<file path="config.mk">
export PLATFORM = sky130hd
export DESIGN_NAME = filter_ctrl_sched_flat
export DESIGN_NICKNAME = d
export VERILOG_FILES = /design/src/rtl/filter_ctrl_sched_pkg.sv /design/src/rtl/filter_ctrl_sched_if.sv /design/src/rtl/filter_ctrl_axil_slave.sv /design/src/rtl/filter_ctrl_sched.sv /design/src/flat_wrapper.sv
export SDC_FILE = /design/constraint.sdc
export NUM_CORES = 1
export LEC_CHECK = 0
export CORE_MARGIN = 4
export CORE_UTILIZATION = 57
export CTS_BUF_LIST = sky130_fd_sc_hd__clkbuf_4
export CTS_CLUSTER_SIZE = 20
export DETAILED_ROUTE_END_ITERATION = 8
export PLACE_DENSITY = 0.95
export SLEW_MARGIN = 0
export SYNTH_ARGS = -nofsm -noshare
export SYNTH_HDL_FRONTEND = slang
export SYNTH_HIERARCHICAL = 1
export SYNTH_SLANG_ARGS = --single-unit
</file>
<file path="constraint.sdc">
create_clock -name clk -period 5.4 [get_ports clk]
set_input_delay 0.81 -clock clk [delete_from_list [all_inputs] [get_ports clk]]
set_output_delay 0.81 -clock clk [all_outputs]
set_load 0.005 [all_outputs]
</file>
<file path="src/rtl/filter_ctrl_sched_pkg.sv">
// Shared constants and types for the convolution filter control block:
// register offsets, STATUS codes, FSM state type and kernel reset value.
package filter_ctrl_pkg;

  localparam int unsigned KERNEL_W = 27;
  localparam logic [KERNEL_W-1:0] KERNEL_IDENTITY = 27'h0001000;

  localparam logic [3:0] REG_CTRL   = 4'h0;
  localparam logic [3:0] REG_STATUS = 4'h4;
  localparam logic [3:0] REG_FILTER = 4'h8;
  localparam logic [3:0] REG_PIXCNT = 4'hC;

  localparam logic [1:0] ST_IDLE = 2'd0;
  localparam logic [1:0] ST_BUSY = 2'd1;
  localparam logic [1:0] ST_DONE = 2'd2;

  // State encoding doubles as the STATUS register value.
  typedef enum logic [1:0] {
    S_IDLE = ST_IDLE,
    S_BUSY = ST_BUSY,
    S_DONE = ST_DONE
  } state_t;

  localparam logic [1:0] RESP_OKAY = 2'b00;

endpackage

</file>
<file path="src/rtl/filter_ctrl_sched_if.sv">
// AXI4-Lite control channel bundle for the filter control slave.
interface filter_ctrl_sched_if #(
  parameter int unsigned ADDR_W = 4,
  parameter int unsigned DATA_W = 32
);
  logic              awvalid;
  logic              awready;
  logic [ADDR_W-1:0] awaddr;
  logic              wvalid;
  logic              wready;
  logic [DATA_W-1:0] wdata;
  logic              bvalid;
  logic              bready;
  logic [1:0]        bresp;
  logic              arvalid;
  logic              arready;
  logic [ADDR_W-1:0] araddr;
  logic              rvalid;
  logic              rready;
  logic [DATA_W-1:0] rdata;
  logic [1:0]        rresp;

  modport master (
    output awvalid, awaddr, wvalid, wdata, bready, arvalid, araddr, rready,
    input  awready, wready, bvalid, bresp, arready, rvalid, rdata, rresp
  );

  modport slave (
    input  awvalid, awaddr, wvalid, wdata, bready, arvalid, araddr, rready,
    output awready, wready, bvalid, bresp, arready, rvalid, rdata, rresp
  );
endinterface

</file>
<file path="src/rtl/filter_ctrl_axil_slave.sv">
// AXI4-Lite handshake engine: independent AW/W holding registers, a one-cycle
// register write strobe, and a registered read response from a rd_addr lookup.
module filter_ctrl_axil_slave
  import filter_ctrl_pkg::*;
#(
  parameter int unsigned ADDR_W = 4,
  parameter int unsigned DATA_W = 32
) (
  input  logic                clk,
  input  logic                rst,
  filter_ctrl_sched_if.slave  axil,
  output logic                wr_en,
  output logic [ADDR_W-1:0]   wr_addr,
  output logic [DATA_W-1:0]   wr_data,
  output logic [ADDR_W-1:0]   rd_addr,
  input  logic [DATA_W-1:0]   rd_data
);

  logic              live;
  logic              aw_held;
  logic              w_held;
  logic              bvalid_q;
  logic              rvalid_q;
  logic [ADDR_W-1:0] aw_addr_q;
  logic [DATA_W-1:0] w_data_q;
  logic [DATA_W-1:0] rdata_q;

  // live keeps every ready low until the first clock after reset releases.
  assign axil.awready = live & ~aw_held;
  assign axil.wready  = live & ~w_held;
  assign axil.arready = live & ~rvalid_q;
  assign axil.bvalid  = bvalid_q;
  assign axil.bresp   = RESP_OKAY;
  assign axil.rvalid  = rvalid_q;
  assign axil.rdata   = rdata_q;
  assign axil.rresp   = RESP_OKAY;

  assign wr_en   = aw_held & w_held & ~bvalid_q;
  assign wr_addr = aw_addr_q;
  assign wr_data = w_data_q;
  assign rd_addr = axil.araddr;

  always_ff @(posedge clk or posedge rst) begin
    if (rst) begin
      live      <= 1'b0;
      aw_held   <= 1'b0;
      w_held    <= 1'b0;
      bvalid_q  <= 1'b0;
      rvalid_q  <= 1'b0;
      aw_addr_q <= '0;
      w_data_q  <= '0;
      rdata_q   <= '0;
    end else begin
      live <= 1'b1;
      if (axil.awvalid && axil.awready) begin
        aw_held   <= 1'b1;
        aw_addr_q <= axil.awaddr;
      end
      if (axil.wvalid && axil.wready) begin
        w_held   <= 1'b1;
        w_data_q <= axil.wdata;
      end
      if (wr_en) begin
        bvalid_q <= 1'b1;
      end else if (bvalid_q && axil.bready) begin
        bvalid_q <= 1'b0;
        aw_held  <= 1'b0;
        w_held   <= 1'b0;
      end
      if (axil.arvalid && axil.arready) begin
        rvalid_q <= 1'b1;
        rdata_q  <= rd_data;
      end else if (rvalid_q && axil.rready) begin
        rvalid_q <= 1'b0;
      end
    end
  end

endmodule

</file>
<file path="src/rtl/filter_ctrl_sched.sv">
// Control registers and frame sequencer for the 3x3 convolution filter.
// Optional done interrupt enabled by defining FILTER_CTRL_IRQ_EN.
module filter_ctrl_sched
  import filter_ctrl_pkg::*;
#(
  parameter int unsigned AXI_CONTROL_DATA_WIDTH = 32,
  parameter int unsigned AXI_CONTROL_ADDR_WIDTH = 4,
  parameter int unsigned IMAGE_WIDTH_SIZE       = 512,
  parameter int unsigned IMAGE_WIDTH_LOG2_SIZE  = 9
) (
  input  logic                clk,
  input  logic                rst,
  filter_ctrl_sched_if.slave  s_axi_control,
  input  logic                out_fire,
  input  logic                out_tlast,
  output logic                core_en,
  output logic                core_clear,
  output logic [KERNEL_W-1:0] kernel,
  output logic                irq
);

  // Counts up to a full square frame: 2*log2(width)+1 bits.
  localparam int unsigned PIXCNT_W = $clog2(IMAGE_WIDTH_SIZE) + IMAGE_WIDTH_LOG2_SIZE + 1;

  logic                              wr_en;
  logic [AXI_CONTROL_ADDR_WIDTH-1:0] wr_addr;
  logic [AXI_CONTROL_DATA_WIDTH-1:0] wr_data;
  logic [AXI_CONTROL_ADDR_WIDTH-1:0] rd_addr;
  logic [AXI_CONTROL_DATA_WIDTH-1:0] rd_data;

  state_t                state_q, state_d;
  logic                  clear_d;
  logic                  pix_clr;
  logic                  core_clear_q;
  logic [KERNEL_W-1:0]   kernel_q;
  logic [PIXCNT_W-1:0]   pixcnt_q;
  logic                  ctrl_start_q;
  logic                  ctrl_wr;
  logic                  filt_wr;
  logic                  unused_ok;

  filter_ctrl_axil_slave #(
    .ADDR_W (AXI_CONTROL_ADDR_WIDTH),
    .DATA_W (AXI_CONTROL_DATA_WIDTH)
  ) u_axil (
    .clk     (clk),
    .rst     (rst),
    .axil    (s_axi_control),
    .wr_en   (wr_en),
    .wr_addr (wr_addr),
    .wr_data (wr_data),
    .rd_addr (rd_addr),
    .rd_data (rd_data)
  );

  assign ctrl_wr    = wr_en && (wr_addr == REG_CTRL);
  assign filt_wr    = wr_en && (wr_addr == REG_FILTER);
  assign core_en    = (state_q == S_BUSY);
  assign core_clear = core_clear_q;
  assign kernel     = kernel_q;
  assign unused_ok  = &{1'b0, wr_data};

  always_comb begin
    state_d = state_q;
    clear_d = 1'b0;
    pix_clr = 1'b0;
    case (state_q)
      S_IDLE: begin
        if (ctrl_wr && wr_data[0]) begin
          state_d = S_BUSY;
          pix_clr = 1'b1;
        end
      end
      S_BUSY: begin
        // An abort write takes priority over a coincident final beat.
        if (ctrl_wr && !wr_data[0]) begin
          state_d = S_IDLE;
          clear_d = 1'b1;
        end else if (out_fire && out_tlast) begin
          state_d = S_DONE;
        end
      end
      S_DONE: begin
        if (ctrl_wr && !wr_data[0]) begin
          state_d = S_IDLE;
          clear_d = 1'b1;
        end
      end
      default: state_d = S_IDLE;
    endcase
  end

  always_ff @(posedge clk or posedge rst) begin
    if (rst) begin
      state_q      <= S_IDLE;
      core_clear_q <= 1'b0;
      kernel_q     <= KERNEL_IDENTITY;
      pixcnt_q     <= '0;
      ctrl_start_q <= 1'b0;
    end else begin
      state_q      <= state_d;
      core_clear_q <= clear_d;
      if (pix_clr) begin
        pixcnt_q <= '0;
      end else if (state_q == S_BUSY && out_fire && pixcnt_q != '1) begin
        pixcnt_q <= pixcnt_q + 1'b1;
      end
      if (ctrl_wr && !(wr_data[0] && state_q != S_IDLE)) begin
        ctrl_start_q <= wr_data[0];
      end
      if (filt_wr && state_q != S_BUSY) begin
        kernel_q <= wr_data[KERNEL_W-1:0];
      end
    end
  end

`ifdef FILTER_CTRL_IRQ_EN
  logic irq_en_q;
  logic irq_q;

  always_ff @(posedge clk or posedge rst) begin
    if (rst) begin
      irq_en_q <= 1'b0;
      irq_q    <= 1'b0;
    end else begin
      if (ctrl_wr) begin
        irq_en_q <= wr_data[1];
      end
      irq_q <= (state_q == S_DONE) && irq_en_q;
    end
  end

  assign irq = irq_q;
`else
  assign irq = 1'b0;
`endif

  always_comb begin
    rd_data = '0;
    case (rd_addr)
      REG_CTRL: begin
`ifdef FILTER_CTRL_IRQ_EN
        rd_data[1] = irq_en_q;
`endif
        rd_data[0] = ctrl_start_q;
      end
      REG_STATUS: rd_data[1:0]          = state_q;
      REG_FILTER: rd_data[KERNEL_W-1:0] = kernel_q;
      REG_PIXCNT: rd_data[PIXCNT_W-1:0] = pixcnt_q;
      default:    rd_data               = '0;
    endcase
  end

endmodule

</file>
<file path="src/flat_wrapper.sv">
// flat-port wrapper written by rule: the top's interface ports become plain ports
module filter_ctrl_sched_flat import filter_ctrl_pkg::*;
#(
  parameter int unsigned AXI_CONTROL_DATA_WIDTH = 32,
  parameter int unsigned AXI_CONTROL_ADDR_WIDTH = 4,
  parameter int unsigned IMAGE_WIDTH_SIZE       = 512,
  parameter int unsigned IMAGE_WIDTH_LOG2_SIZE  = 9
)
  (clk, rst, out_fire, out_tlast, core_en, core_clear, kernel, irq, s_axi_control_awvalid, s_axi_control_awaddr, s_axi_control_wvalid, s_axi_control_wdata, s_axi_control_bready, s_axi_control_arvalid, s_axi_control_araddr, s_axi_control_rready, s_axi_control_awready, s_axi_control_wready, s_axi_control_bvalid, s_axi_control_bresp, s_axi_control_arready, s_axi_control_rvalid, s_axi_control_rdata, s_axi_control_rresp);
  filter_ctrl_sched_if s_axi_control_i ();
  input  logic clk;
  input  logic rst;
  input  logic out_fire;
  input  logic out_tlast;
  output logic core_en;
  output logic core_clear;
  output logic [KERNEL_W-1:0] kernel;
  output logic irq;
  input wire logic [$bits(s_axi_control_i.awvalid)-1:0] s_axi_control_awvalid;
  input wire logic [$bits(s_axi_control_i.awaddr)-1:0] s_axi_control_awaddr;
  input wire logic [$bits(s_axi_control_i.wvalid)-1:0] s_axi_control_wvalid;
  input wire logic [$bits(s_axi_control_i.wdata)-1:0] s_axi_control_wdata;
  input wire logic [$bits(s_axi_control_i.bready)-1:0] s_axi_control_bready;
  input wire logic [$bits(s_axi_control_i.arvalid)-1:0] s_axi_control_arvalid;
  input wire logic [$bits(s_axi_control_i.araddr)-1:0] s_axi_control_araddr;
  input wire logic [$bits(s_axi_control_i.rready)-1:0] s_axi_control_rready;
  output wire logic [$bits(s_axi_control_i.awready)-1:0] s_axi_control_awready;
  output wire logic [$bits(s_axi_control_i.wready)-1:0] s_axi_control_wready;
  output wire logic [$bits(s_axi_control_i.bvalid)-1:0] s_axi_control_bvalid;
  output wire logic [$bits(s_axi_control_i.bresp)-1:0] s_axi_control_bresp;
  output wire logic [$bits(s_axi_control_i.arready)-1:0] s_axi_control_arready;
  output wire logic [$bits(s_axi_control_i.rvalid)-1:0] s_axi_control_rvalid;
  output wire logic [$bits(s_axi_control_i.rdata)-1:0] s_axi_control_rdata;
  output wire logic [$bits(s_axi_control_i.rresp)-1:0] s_axi_control_rresp;
  assign s_axi_control_i.awvalid = s_axi_control_awvalid;
  assign s_axi_control_i.awaddr = s_axi_control_awaddr;
  assign s_axi_control_i.wvalid = s_axi_control_wvalid;
  assign s_axi_control_i.wdata = s_axi_control_wdata;
  assign s_axi_control_i.bready = s_axi_control_bready;
  assign s_axi_control_i.arvalid = s_axi_control_arvalid;
  assign s_axi_control_i.araddr = s_axi_control_araddr;
  assign s_axi_control_i.rready = s_axi_control_rready;
  assign s_axi_control_awready = s_axi_control_i.awready;
  assign s_axi_control_wready = s_axi_control_i.wready;
  assign s_axi_control_bvalid = s_axi_control_i.bvalid;
  assign s_axi_control_bresp = s_axi_control_i.bresp;
  assign s_axi_control_arready = s_axi_control_i.arready;
  assign s_axi_control_rvalid = s_axi_control_i.rvalid;
  assign s_axi_control_rdata = s_axi_control_i.rdata;
  assign s_axi_control_rresp = s_axi_control_i.rresp;
  filter_ctrl_sched #(.AXI_CONTROL_DATA_WIDTH(AXI_CONTROL_DATA_WIDTH), .AXI_CONTROL_ADDR_WIDTH(AXI_CONTROL_ADDR_WIDTH), .IMAGE_WIDTH_SIZE(IMAGE_WIDTH_SIZE), .IMAGE_WIDTH_LOG2_SIZE(IMAGE_WIDTH_LOG2_SIZE)) u_core (.clk(clk), .rst(rst), .s_axi_control(s_axi_control_i), .out_fire(out_fire), .out_tlast(out_tlast), .core_en(core_en), .core_clear(core_clear), .kernel(kernel), .irq(irq));
endmodule
</file>
# Yosys cells after proc, flatten, opt, wreduce, memory -nomap -nowiden
# Index checks and enable logic that the tools add are counted.
# totals
register_bits	113
out_inout_bits	71
in_bits	49
wordCells	85
# op_classes
n_reduce_logical	26
add_sub_neg	1
n_eq_ne	11
n_mux	25
bitwise	9
# ops
cell	n
19-bit 2-to-1 mux	2
17-bit case mux with 2 select lines	1
19-bit by 1-bit adder with 19-bit output (second input constant)	1
19-bit != test (second input constant)	1
1-bit logical AND	15
1-bit 2-to-1 mux	14
4-bit equality test (second input constant)	3
4-bit logical NOT	2
2-bit 2-to-1 mux	4
8-bit 2-to-1 mux	1
2-bit nonzero test	4
2-bit by 1-bit != test with 1-bit output (second input constant)	3
2-bit case mux with 3 select lines	1
1-bit AND	5
4-bit by 3-bit equality test with 1-bit output (second input constant)	1
1-bit inverter	4
1-bit case mux with 4 select lines	1
3-bit by 1-bit != test with 1-bit output (second input constant)	1
1-bit case mux with 3 select lines	1
3-bit AND reduction	1
2-bit by 1-bit equality test with 1-bit output (second input constant)	1
2-bit equality test (second input constant)	1
1-bit logical NOT	2
2-bit logical NOT	1
2-bit OR reduction	1

# Depth between registers and ports, before layout
# depth
ltp_word	7
ltp_mapped	8

# By module
# The synthesis kept the hierarchy.
# modules_own_cells
module	area_per_inst_um2	n_inst	seq_area_each_um2	cells_per_inst
filter_ctrl_axil_slave	2979.1	1	1826.8	174
filter_ctrl_sched	2708.8	1	1252.5	256

# Worst setup path before layout
# OpenSTA, ideal clock, no wires.
# synth_timing
path_kind	input to register
start	input port out_fire
end	register u_core.pixcnt_q[17]
slack_ps	3276
n_path_buf	1
cell_stages	5
arrival_time_ps	2046
cell_sequence	nand4_1 or4_1 buf_2 or4_1 a21oi_1
# synth_between
elab_chain_cells	3
# synth_lines
element	line_no	source
start: declaration	flat_wrapper.sv:13	input logic out_fire;
1-bit logical AND (2 in a row)	filter_ctrl_sched.sv:105	end else if (state_q == S_BUSY && out_fire && pixcnt_q != '1) begin
2-bit nonzero test (no line)	n/a	
end signal: assignment	filter_ctrl_sched.sv:106	pixcnt_q <= pixcnt_q + 1'b1;
end: declaration	filter_ctrl_sched.sv:36	logic [PIXCNT_W-1:0] pixcnt_q;
# Every way passes these cells.
# A chain may end at the register's enable or synchronous reset.

# Worst setup path after layout
# layout_timing
start	register u_core.state_q[1]
end	output port core_en
# layout_between
elab_chain_cells	1
# layout_lines
element	line_no	source
start: declaration	filter_ctrl_sched.sv:31	state_t state_q, state_d;
start signal: assignment	filter_ctrl_sched.sv:101	state_q <= state_d;
2-bit by 1-bit equality test with 1-bit output	filter_ctrl_sched.sv:58	assign core_en = (state_q == S_BUSY);
end: declaration	flat_wrapper.sv:15	output logic core_en;
# Every way passes these cells.

==> results.cfg <==
[outcome]
status = finished clean

[placed_design]
dp_hpwl_um = 9220
placed_area_um2 = 6620
port_buffers = 109
routabilityCongestion = 0.850
pre_cts_slack_ns = 2.57

[grt]
grt_pass1_vias = 4302
grt_max_degree = 69
grt_usage_pct = 26.3
grt_overflow_total = 0
grt_pass1_wl_um = 22900
antenna_found_initial = 1

[floorplanning]
ios = 120
die_area_um2 = 11300
die_h_um = 106
row_count = 35
initial_utilization_pct = 59.0
die_x_um = 106
core_um2 = 9330

[clock_tree]
htreeDepth = 4
clk_pin_slew_ns = 0.11
cts-resized-gates = 0
tritoncts = built
clock_latency_ns = 0.52
cts-root-buf = clkbuf_4
clockBufferDepth = 2
cts_buffers = 17
postCtsSetupBuffers = 0
numClockSinks = 118
cts_hold_buf = 0

[min_path]
min_path_type = reg -> reg
whs_path_depth = 1
hp-start = u_core/u_axil/wr_data[4]

[cells_and_area]
area_growth_pct = 25.9
utilization_pct = 74.3
drive_above_1_share_pct = 25.3
final_nets = 586
final_cell_mix = dfrtp_1 (117), clkdlybuf4s50_1 (109), mux2_2 (60)
layout_commonest_cell = dfrtp_1
finalInstanceArea_um2 = 6930

[logic_synthesis]
syn_inst = 420
syn_area_per_cell_um2 = 13.1
synth_area_um2 = 5500
ys_warn_count = 6

[sta]
setup_ws_ns = 2.64
layout_min_cycle_time_ns = 2.76
holdWs_ns = 0.512
rsz0062_at_grt = false
finalMaxSlewViolations = 0
tns_ns = 0
finalSetupViolCount = 0
slew_headroom_pct = 22.1
max_freq_mhz = 363
period_share_pct = 51.1
fin_skew_ns = 0.0229
worst_slew_pin_slew_ns = 1.17
hold_viol_final = 0

[routing]
via_per_inst = 5.97
ant_nets = 0
dr.first_iter.drc_count = 389
wl_per_cell_um = 21.0
firstDrtPassIters = 8
vias = 4037
remaining_drc_errors = 0
wirelength_um = 14200

[critical_path]
path_class = reg -> out
reg2reg_from = u_core/u_axil/axil.bvalid
r2r_cells = 5
cp-start-kind = flip-flop
critPathLaunch = u_core/state_q[1]
end_kind = primary output
cp_max_fo = 6
arrival_ns = 1.95
cp.required_ns = 4.59

[power_and_ir_drop]
power.leakage_nw = 3.13
peakVddDrop_mv = 0.319
power_density_nw_per_um2 = 445

[run]
max_cap_viol_count = 0
==> worst max-delay path: stages, from the launching register on <==
cell,delay [ns]
dfrtp_1,0.44
inv_1,0.12
ha_1,0.32
clkdlybuf4s50_1,0.56
==> per-stage QoR <==
step                      cells  power (W)
after floorplan             428    0.00189
after detailed placement    643    0.00237
final                       676    0.00308
after CTS                   675    0.00309
after global placement      643    0.00228
after global routing        676    0.00325
==> power breakdown <==
part	leakage [nW]	internal, W	total [W]	switching [W]
Combinational	1.47	0.000582	0.000939	0.000357
Sequential	1.50	0.00118	0.00145	0.000266
Clock	0.163	0.000331	0.000697	0.000367
==> flip-flops by register name (all words and copies together) (netlist names) <==
| signal | count |
|---|---|
| u_core/core_clear | 1 |
| u_core/ctrl_start_q | 1 |
| u_core/kernel | 27 |
| u_core/pixcnt_q | 19 |
| u_core/state_q | 2 |
| u_core/u_axil/aw_held | 1 |
| u_core/u_axil/axil.bvalid | 1 |
| u_core/u_axil/axil.rdata | 32 |
| u_core/u_axil/axil.rvalid | 1 |
| u_core/u_axil/live | 1 |
| u_core/u_axil/w_held | 1 |
| u_core/u_axil/wr_addr | 4 |
| u_core/u_axil/wr_data | 27 |
==> final timing paths <==
| kind | to | slack [ns] |
|---|---|---|
| max | core_en | 2.64 |
| min in group asynchronous | u_core/u_axil/axil.bvalid | 0.92 |
| min reg2reg | u_core/kernel[4] | 0.51 |
| min | u_core/kernel[4] | 0.51 |
| max reg2reg | u_core/pixcnt_q[1] | 2.71 |
| max in group asynchronous | u_core/kernel[3] | 3.71 |
==> per-layer routing <==
| metal | global-route usage (%) | wire length, µm | vias to the layer above |
|---|---|---|---|
| met5 | 0 | 0 | - |
| met4 | 10.4 | 394 | 0 |
| met1 | 30.6 | 5270 | 2025 |
| li1 | - | - | 1742 |
| met3 | 5.46 | 907 | 44 |
| met2 | 47.4 | 7630 | 226 |
==> cell type report <==
class,instances,area (µm²)
Sequential cell,118,2950
Fill cell,572,2400
Multi-Input combinational cell,272,2340
Timing Repair Buffer,113,1120
Clock inverter,14,176
Tap cell,129,161
Clock buffer,18,135
Inverter,11,41.3
Antenna cell,1,2.50
Power figures use the tool's default switching activity.
